`config.mk`:
```
export PLATFORM = sky130hd
export DESIGN_NAME = odd_seq_monitor
export DESIGN_NICKNAME = d
export VERILOG_FILES = /design/src/rtl/odd_seq_pkg.sv /design/src/rtl/odd_seq_monitor_sat_counter.sv /design/src/rtl/odd_seq_monitor.sv
export SDC_FILE = /design/constraint.sdc
export NUM_CORES = 1
export LEC_CHECK = 0
export CELL_PAD_IN_SITES_DETAIL_PLACEMENT = 1
export CELL_PAD_IN_SITES_GLOBAL_PLACEMENT = 1
export CORE_AREA = 4 4 90 84
export DETAILED_ROUTE_END_ITERATION = 10
export DIE_AREA = 0 0 94 88
export MAX_ROUTING_LAYER = met4
export PLACE_DENSITY_LB_ADDON = 0.1
export SLEW_MARGIN = 10
export SYNTH_ARGS = -nofsm -noshare
export SYNTH_HDL_FRONTEND = slang
export SYNTH_SLANG_ARGS = --single-unit
```
`constraint.sdc`:
```
create_clock -name clk -period 5.9 [get_ports clk]
set_clock_uncertainty 0.1 [all_clocks]
set_input_delay 1.18 -clock clk [delete_from_list [all_inputs] [get_ports clk]]
set_output_delay 1.18 -clock clk [all_outputs]
set_load 0.01 [all_outputs]
```
`src/rtl/odd_seq_pkg.sv`:
```
// Shared types and helpers for the odd-counter sequence monitor.
// The sequence steps by two on a 4-bit value, so 15 wraps back to 1.
package odd_seq_pkg;

    localparam int CNT_W = 4;
    localparam logic [CNT_W-1:0] SEQ_STEP = 4'd2;

    typedef enum logic [1:0] {
        IDLE    = 2'd0,
        ACQUIRE = 2'd1,
        LOCKED  = 2'd2
    } state_e;

    function automatic logic [CNT_W-1:0] next_odd(input logic [CNT_W-1:0] v);
        return v + SEQ_STEP;
    endfunction

endpackage

```
`src/rtl/odd_seq_monitor_sat_counter.sv`:
```
// Saturating up-counter with a synchronous clear that wins over increment.
module sat_counter #(
    parameter int W = 8
) (
    input  logic         clk,
    input  logic         rst_n,
    input  logic         inc,
    input  logic         clr,
    output logic [W-1:0] q
);

    logic [W-1:0] cnt_q;
    logic [W-1:0] cnt_d;

    // Next count: clear, saturating increment, or hold.
    always_comb begin
        cnt_d = cnt_q;
        if (clr) begin
            cnt_d = {W{1'b0}};
        end else if (inc && (cnt_q != {W{1'b1}})) begin
            cnt_d = cnt_q + {{(W-1){1'b0}}, 1'b1};
        end else begin
            cnt_d = cnt_q;
        end
    end

    // Counter register.
    always_ff @(posedge clk or negedge rst_n) begin
        if (!rst_n) begin
            cnt_q <= {W{1'b0}};
        end else begin
            cnt_q <= cnt_d;
        end
    end

    assign q = cnt_q;

endmodule

```
`src/rtl/odd_seq_monitor.sv`:
```
// Checks the odd counter's output stream: locks onto 1,3,...,15,1 and
// reports sequence breaks, wraps and the last in-sequence value.
module odd_seq_monitor
    import odd_seq_pkg::*;
#(
    parameter int LOCK_N = 3,
    parameter int ERR_W  = 8,
    parameter int WRAP_W = 8
) (
    input  logic              clk,
    input  logic              rst_n,
    input  logic              en,
    input  logic              clr,
    input  logic [CNT_W-1:0]  count_in,
    output logic              locked,
    output logic              err_pulse,
    output logic [ERR_W-1:0]  err_cnt,
    output logic [WRAP_W-1:0] wrap_cnt,
    output logic [CNT_W-1:0]  last_good
);

    localparam int RUN_W = $clog2(LOCK_N + 1);
    localparam logic [RUN_W-1:0] RUN_ONE  = {{(RUN_W-1){1'b0}}, 1'b1};
    localparam logic [RUN_W-1:0] RUN_LOCK = RUN_W'(LOCK_N);
    localparam logic [CNT_W-1:0] TOP_VAL  = 4'd15;

    state_e              state_q, state_d;
    logic [CNT_W-1:0]    prev_q, prev_d;
    logic [RUN_W-1:0]    run_q, run_d;
    logic [CNT_W-1:0]    last_good_q, last_good_d;
    logic                locked_q, locked_d;
    logic                err_pulse_q, err_pulse_d;
    logic [WRAP_W-1:0]   wrap_q, wrap_d;
    logic                err_inc_s;
    logic                wrap_inc_s;
    logic                match_s;
    logic                odd_s;
    logic [RUN_W-1:0]    run_inc_s;

    assign match_s   = (count_in == next_odd(prev_q));
    assign odd_s     = count_in[0];
    assign run_inc_s = run_q + RUN_ONE;

    // Sequence FSM: acquisition, lock tracking and break detection.
    always_comb begin
        state_d     = state_q;
        prev_d      = prev_q;
        run_d       = run_q;
        last_good_d = last_good_q;
        err_pulse_d = 1'b0;
        err_inc_s   = 1'b0;
        wrap_inc_s  = 1'b0;
        if (en) begin
            case (state_q)
                IDLE: begin
                    if (odd_s) begin
                        prev_d  = count_in;
                        run_d   = {RUN_W{1'b0}};
                        state_d = ACQUIRE;
                    end else begin
                        state_d = IDLE;
                    end
                end
                ACQUIRE: begin
                    if (match_s) begin
                        prev_d      = count_in;
                        run_d       = run_inc_s;
                        last_good_d = count_in;
                        if (run_inc_s == RUN_LOCK) begin
                            state_d = LOCKED;
                        end else begin
                            state_d = ACQUIRE;
                        end
                    end else if (odd_s) begin
                        prev_d = count_in;
                        run_d  = {RUN_W{1'b0}};
                    end else begin
                        run_d   = {RUN_W{1'b0}};
                        state_d = IDLE;
                    end
                end
                LOCKED: begin
                    if (match_s) begin
                        prev_d      = count_in;
                        last_good_d = count_in;
                        wrap_inc_s  = (prev_q == TOP_VAL);
                    end else begin
                        err_pulse_d = 1'b1;
                        err_inc_s   = 1'b1;
                        run_d       = {RUN_W{1'b0}};
                        if (odd_s) begin
                            prev_d  = count_in;
                            state_d = ACQUIRE;
                        end else begin
                            state_d = IDLE;
                        end
                    end
                end
                default: begin
                    state_d = IDLE;
                    run_d   = {RUN_W{1'b0}};
                end
            endcase
        end else begin
            state_d = state_q;
        end
    end

    // Lock flag and wrap counter next values; clr beats a same-cycle wrap.
    always_comb begin
        locked_d = (state_d == LOCKED);
        wrap_d   = wrap_q;
        if (clr) begin
            wrap_d = {WRAP_W{1'b0}};
        end else if (wrap_inc_s) begin
            wrap_d = wrap_q + {{(WRAP_W-1){1'b0}}, 1'b1};
        end else begin
            wrap_d = wrap_q;
        end
    end

    // State and output registers.
    always_ff @(posedge clk or negedge rst_n) begin
        if (!rst_n) begin
            state_q     <= IDLE;
            prev_q      <= {CNT_W{1'b0}};
            run_q       <= {RUN_W{1'b0}};
            last_good_q <= {CNT_W{1'b0}};
            locked_q    <= 1'b0;
            err_pulse_q <= 1'b0;
            wrap_q      <= {WRAP_W{1'b0}};
        end else begin
            state_q     <= state_d;
            prev_q      <= prev_d;
            run_q       <= run_d;
            last_good_q <= last_good_d;
            locked_q    <= locked_d;
            err_pulse_q <= err_pulse_d;
            wrap_q      <= wrap_d;
        end
    end

    sat_counter #(
        .W (ERR_W)
    ) u_err_cnt (
        .clk   (clk),
        .rst_n (rst_n),
        .inc   (err_inc_s),
        .clr   (clr),
        .q     (err_cnt)
    );

    assign locked    = locked_q;
    assign err_pulse = err_pulse_q;
    assign wrap_cnt  = wrap_q;
    assign last_good = last_good_q;

endmodule
```
==> results of run 1 <==
[layout by cell type, fill, tap and decap left out, types with 2 or more instances in the layout]
cell             netlist  final
dfrtp_1               30     30
clkdlybuf4s50_1        0     29
nor2_1                19     19
inv_1                 10     10
nand2_1               10     10
nand3_1                9      9
ha_1                   9      9
xnor2_1                7      7
xor2_1                 7      7
o21ai_0                7      7
a21oi_1                7      7
clkbuf_8               0      6
nand4_1                5      5
and3_1                 5      5
mux2_1                 5      5
mux2i_1                4      4
nor3_1                 3      3
or4_4                  2      2
a31oi_1                2      2
nor4_1                 2      2
and2_1                 2      2
or3_1                  2      2
buf_4                  1      2
[through the flow]
step                std cells  hold WS, ns  utilization [%]  power [mW]
finish                    286       0.3970            32.43      0.5024
global route              286       0.4191            32.43      0.5306
CTS                       286       0.3983            32.43      0.5129
floorplan                 161       0.3719                -      0.2921
global placement          278       0.3782            31.03      0.3309
detailed placement        278       0.3839            31.03      0.3331
[registers in the layout, indices dropped and copies added (netlist names)]
name / cells
err_pulse: 1
last_good: 4
u_err_cnt.q: 8
prev_q: 4
wrap_cnt: 8
locked: 1
state_q: 2
run_q: 2
[layer usage]
metal | GRT usage (%) | wire length, um
met5 | - | 0
met4 | 4.462 | 69
met3 | 2.749 | 138
met2 | 18.57 | 1946
met1 | 14.14 | 1944
[cells by family after synthesis]
group           after synthesis  synth area share [%]
xor+xnor                     15                 9.091
mux                          10                 6.625
buf+inv                      14                 3.544
fa+ha+maj                     9                 6.934
simple gates                 63                 20.57
flops                        30                 46.22
compound gates               20                 7.011
[cell type report]
cell class / instances / area (um2) / area share (%)
clock buffer: 7 / 86.33 / 4.085
timing repair buffer: 31 / 305.3 / 14.45
clock inverter: 1 / 5.005 / 0.2368
inverter: 10 / 37.54 / 1.776
sequential: 30 / 750.7 / 35.52
multi-input combinational: 117 / 815.8 / 38.60
tap: 90 / 112.6 / 5.329
[power by group]
| group | leakage, nW | switching (mW) | internal, mW |
|---|---|---|---|
| clock | 0.0482 | 0.0806 | 0.0941 |
| sequential | 0.406 | 0.0111 | 0.220 |
| combinational | 0.451 | 0.0503 | 0.0465 |
| total | 0.906 | 0.142 | 0.360 |
[path summary, 6_finish.rpt]
| kind | cells past startpoint | slack (ns) | startpoint | end |
|---|---|---|---|---|
| min in group asynchronous | 2 | 1.20 | rst_n | wrap_cnt[5]$_DFFE_PN0P_ |
| worst min register to register | 2 | 0.40 | last_good[0]$_DFFE_PN0P_ | last_good[0]$_DFFE_PN0P_ |
| max in group asynchronous | 2 | 4.20 | rst_n | prev_q[1]$_DFFE_PN0P_ |
| worst max-delay path | 8 | 2.48 | count_in[0] | prev_q[3]$_DFFE_PN0P_ |
| worst min-delay path | 2 | 0.40 | last_good[0]$_DFFE_PN0P_ | last_good[0]$_DFFE_PN0P_ |
| worst max register to register | 7 | 3.50 | prev_q[1]$_DFFE_PN0P_ | prev_q[3]$_DFFE_PN0P_ |
[worst max-delay path, delay by kind of cell]
family	cells	cell delay [ns]
buffers and inverters	3	0.98
AND/OR/NAND/NOR	2	0.50
multiplexers	1	0.37
AO/OA/AOI/OAI	1	0.10
adder cells (fa/ha/maj)	1	0.35
==> impl_results.md, run 1 <==
* Post-place setup slack at 2.176 ns
* CTS tree: done
* Hold Crit Class: reg2reg
* Post-CTS resize count at 0
* Max-slew violations at 0
* Top_reg_cell synth: dfrtp_1
* GRT overflow at 0
* Final instance area at 0.002113 mm2
* Minimum clock period at 3.421 ns
* Synth area leader: dfrtp_1
* Core Box Area at 0.006516 mm2
* Yosys top cell area share at 46.22%
* Total clock sinks at 30
* Drt initial violations at 20
* Commonest cells in the synthesized netlist: 30 x dfrtp_1, 19 x nor2_1, 10 x inv_1, 10 x nand2_1
* Worst slew pin tran at 0.6202 ns
* GP Congestion at 0.8209
* Drt drc at 0
* Syn_nets at 178
* Mapped Area at 0.001624 mm2
* WP data required at 5.97 ns
* Max Buffers Root-to-Sink at 2
* Via count at 1,302
* Peak VDD IR at 0.08710 mV
* Status: finished, final reports clean
* PortBufs at 29
* Ys Warns at 0
* Global-route wire length before repair at 7265 um
* Vias in the first global route at 1,466
* # hold bufs at CTS at 0
* Rows at 28
* Sequential element share of the synthesized area at 46.22%
* Setup ws final at 2.479 ns
* Count leader, synth: dfrtp_1
* Synth area leaders: dfrtp_1 46%, ha_1 6.9%, nor2_1 4.4%
* Number of fill cells in the layout at 770
* Syn Inst Count at 161
* Post-detail-place hpwl at 3005 um
* Final Hold Vio Count at 0
* CP Data Arrival Time at 3.49 ns
* Crit Path Class: in2reg
* Leak Pwr at 0.9056 nW
* Post-synth ARST share at 100.0%
* WL/cell at 14.33 um
* Max_cap viols at 0
* Clock latency on the worst-skew pair at 0.28 ns
* Clk root buf: clkbuf_8
* Routed WL at 4099 um
* Netlist cell types at 34
* Slowest CP cell: clkdlybuf4s50_1
* Post-synth EDFFs at 0
* Die Height at 88 um
* Max transition margin at 58.52%
* Total global-route track usage at 11.58%
* CTS buffer count at 5
* CTS H-tree lvls at 2
* Final setup violation count at 0
* Post-route ant nets at 0
* Io pins at 30
* RSZ-0062 raised after global routing: false
* # diodes at 0
* Avg Cell Area, Syn at 10.09 um2
* Tcrit/Tclk final at 57.98%
* Max Clk Rate at 292.3 MHz
* Layout cell share with drive strength beyond 1 at 7.143%
* Final Net Count at 212
* Vias per inst at 4.552
* Largest net degree at the start of global routing at 31
* Setup Buffers After CTS at 0
* Crit path largest cell delay at 0.58 ns
* Crit path capture type: flip-flop
* Area growth from synthesis to layout at 30.12%
* CP Max Fanout at 24
* PD cells at 237.7 mW/mm2
* #FFs+latches synth at 30
* Starting Density at 24.92%
* Initial antenna violation count at 0
* 1st-pass router iterations at 4
* Die width at 94 um
* Setup TNS at 0 ns
* Placed cell areas at 0.002022 mm2
* Clk slew on worst S/H paths at 0.06 ns
* CP startpoint kind: input port
* Die ar. at 0.008272 mm2
* Ordered cell list for the critical path: clkdlybuf4s50_1 -> inv_1 -> ha_1 -> nor4_4 -> buf_4 -> a21oi_1 -> nor2_1 -> mux2_2
Power figures use the tool's default switching activity.
==> inputs of run 2 (changes only) <==
==> constraint.sdc (replaced) <==
create_clock -name clk -period 3 [get_ports clk]
set_clock_uncertainty 0.1 [all_clocks]
set_input_delay 0.6 -clock clk [delete_from_list [all_inputs] [get_ports clk]]
set_output_delay 0.6 -clock clk [all_outputs]
set_load 0.01 [all_outputs]
==> run 2 against run 1 <==
Against the previous run:
- setup slack got worse by 2.1 ns
- first-iteration DRC count did not move
- count of clock-buffer cells in the layout rose by 1
- sequential power rose by 96%
- critical endpoint unchanged
==> impl_results.md, run 2 (synthesis gave the netlist of run 1 again) <==
* Worst path depth at 8 (unchanged)
* Drt drc at 0 (unchanged)
* Ordered cell list for the critical path: clkdlybuf4s50_1 -> inv_1 -> ha_1 -> nor4_4 -> buf_12 -> a21oi_1 -> nor2_1 -> mux2_2
* Final setup violation count at 0 (unchanged)
* Die width at 94 um (unchanged)
* 1st-pass router iterations at 3 (-1)
* Total global-route track usage at 11.56% (-0.021 points)
* Crit path capture type: flip-flop
* Status: finished, final reports clean
* Hold path cells at 2 (unchanged)
* Drt initial violations at 20 (unchanged)
* Setup TNS at 0 ns (unchanged)
* Worst slew pin tran at 0.6290 ns (+0.008747 ns)
* Net Switching at 0.2764 mW (+95%)
* Setup Buffers After CTS at 0 (unchanged)
* Clk slew on worst S/H paths at 0.07 ns (about the same)
* GRT overflow at 0 (unchanged)
* Die Height at 88 um (unchanged)
* Seq pwr share at 43.6% (-2.4 points)
* Crit path buf inv count at 3 (unchanged)
* Max_cap viols at 0 (unchanged)
* Post-route ant nets at 0 (unchanged)
* PD cells at 480.1 mW/mm2 (+100%)
* Commonest non-fill, non-tap cell in the layout: dfrtp_1
* Register area at 750.7 um2 (unchanged)
* CTS H-tree lvls at 2 (unchanged)
* WL/cell at 14.17 um (-1.1%)
* Crit path largest cell delay at 0.48 ns (-0.10 ns)
* Peak VDD IR at 0.1845 mV (+110%)
* Hold Crit Class: reg2reg
* Area growth from synthesis to layout at 33.44%
* Final Hold Vio Count at 0 (unchanged)
* CTS tree: done
* Via count at 1,310 (+0.61%)
* Max Clk Rate at 378.5 MHz
* R2R cell count at 7 (unchanged)
* CP top delay family: buffers and inverters
* PortBufs at 29 (unchanged)
* Vias in the first global route at 1,471 (+0.34%)
* Worst hold slack at 0.3869 ns (-0.01013 ns)
* Post-detail-place hpwl at 3094 um (+3.0%)
* Clk root buf: clkbuf_8
* Switch share at 26.57% (-1.7 points)
* Max-slew violations at 0 (unchanged)
* R2R Path End: prev_q[3]$_DFFE_PN0P_
* Slowest CP cell: clkdlybuf4s50_1
* CP Max Fanout at 18 (-25%)
* Core Box Area at 0.006516 mm2 (unchanged)
* CTS buffer count at 5 (unchanged)
* Internal Power at 0.7640 mW (+110%)
* Rows at 28 (unchanged)
* Tcrit/Tclk final at 88.08%
* Initial antenna violation count at 0 (unchanged)
* RSZ-0062 raised after global routing: false
* Io pins at 30 (unchanged)
* Largest net degree at the start of global routing at 31 (unchanged)
* R2r setup slk at 0.66 ns (-2.84 ns)
* Total clock sinks at 30 (unchanged)
* Max Buffers Root-to-Sink at 2 (unchanged)
* Layout cell share with drive strength beyond 1 at 9.045% (+1.9 points)
* Number of fill cells in the layout at 764 (-0.78%)
* Worst R2R Start: prev_q[1]$_DFFE_PN0P_
* # hold bufs at CTS at 0 (unchanged)
* Final core utilization at 33.26% (+0.83 points)
* Clock latency on the worst-skew pair at 0.28 ns (about the same)
* Vias per inst at 4.533 (-0.43%)
* Starting Density at 24.92% (unchanged)
* Global-route wire length before repair at 7251 um (-0.19%)
* # diodes at 0 (unchanged)
* CP startpoint kind: input port
* Commonest non-fill, non-tap cells in the layout: 30 x dfrtp_1, 29 x clkdlybuf4s50_1, 19 x nor2_1
* WP data required at 3.06 ns (-2.91 ns)
* Final Net Count at 215 (+1.4%)
* Crit Path Class: in2reg
* Hold worst-path end: last_good[0]$_DFFE_PN0P_
* Die ar. at 0.008272 mm2 (unchanged)
* GP Congestion at 0.7831 (-4.6%)
* Clock network fraction of design power at 37.1% (+2.3 points)
* Footprint of the multi-input gates at 815.8 um2 (unchanged)
* Routed WL at 4096 um (about the same)
* Minimum clock period at 2.642 ns
* Max transition margin at 57.94% (-0.59 points)
* Logic pwr share at 19.3% (about the same)
* Min-Delay Startpoint: last_good[0]$_DFFE_PN0P_
* CP Data Arrival Time at 2.71 ns (-0.78 ns)
* Leak Pwr at 0.9334 nW (+3.1%)
* Post-CTS resize count at 0 (unchanged)
[run 2: worst min-delay path: stages, from the launching register on]
cell	delay, ns
dfrtp_1	0.35
nand2_1	0.05
o21ai_0	0.06
[run 2: worst max-delay path by stage]
stage	startpoint	end
final	count_in[0]	prev_q[3]$_DFFE_PN0P_
after global routing	count_in[0]	prev_q[3]$_DFFE_PN0P_
after CTS	count_in[0]	prev_q[2]$_DFFE_PN0P_
after detailed placement	count_in[0]	prev_q[2]$_DFFE_PN0P_
after global placement	count_in[0]	run_q[0]$_DFFE_PN0P_
after floorplan	count_in[0]	last_good[1]$_DFFE_PN0P_
[run 2: routing by layer]
layer	up-vias	part of all wire [%]	GRT usage [%]
met5	-	0	-
met4	0	1.4	3.937
met3	7	3.8	3.093
met2	22	46	18.57
met1	645	49	14.07
li1	636	-	-
[run 2: stage by stage]
step                cell area [um2]  total power [mW]  setup WS, ns  std cells
CTS                            2167             1.062        0.3235        289
global placement               2057            0.6617        0.1360        281
global route                   2167             1.104        0.2327        289
detailed placement             2057            0.6674       0.02217        281
floorplan                      1624            0.5745        0.6776        161
finish                         2167             1.040        0.3577        289
[run 2: area by class of cell]
type	count	share of cell area, %
timing repair buffer	34	15.70
multi-input combinational	117	37.64
inverter	10	1.732
clock buffer	8	5.081
tap	90	5.196
sequential	30	34.64
[run 2: power groups by stage]
stage,sequential (mW),clock (mW),combinational (mW)
finish,0.453,0.386,0.201
global route,0.458,0.423,0.222
CTS,0.454,0.401,0.206
detailed placement,0.462,0,0.206
global placement,0.460,0,0.202
floorplan,0.465,0,0.110
==> inputs of run 3 (changes only) <==
--- a/config.mk
+++ b/config.mk
@@ -5,6 +5,7 @@
 export SDC_FILE = /design/constraint.sdc
 export NUM_CORES = 1
 export LEC_CHECK = 0
+export ABC_CLOCK_PERIOD_IN_PS = 3000
 export CELL_PAD_IN_SITES_DETAIL_PLACEMENT = 1
 export CELL_PAD_IN_SITES_GLOBAL_PLACEMENT = 1
 export CORE_AREA = 4 4 90 84
@@ -12,6 +13,7 @@
 export DIE_AREA = 0 0 94 88
 export MAX_ROUTING_LAYER = met4
 export PLACE_DENSITY_LB_ADDON = 0.1
+export SKIP_CTS_REPAIR_TIMING = 1
 export SLEW_MARGIN = 10
 export SYNTH_ARGS = -nofsm -noshare
 export SYNTH_HDL_FRONTEND = slang
==> results of run 3 <==
The final DEF is identical to that of run 2; final timing and power are the same.
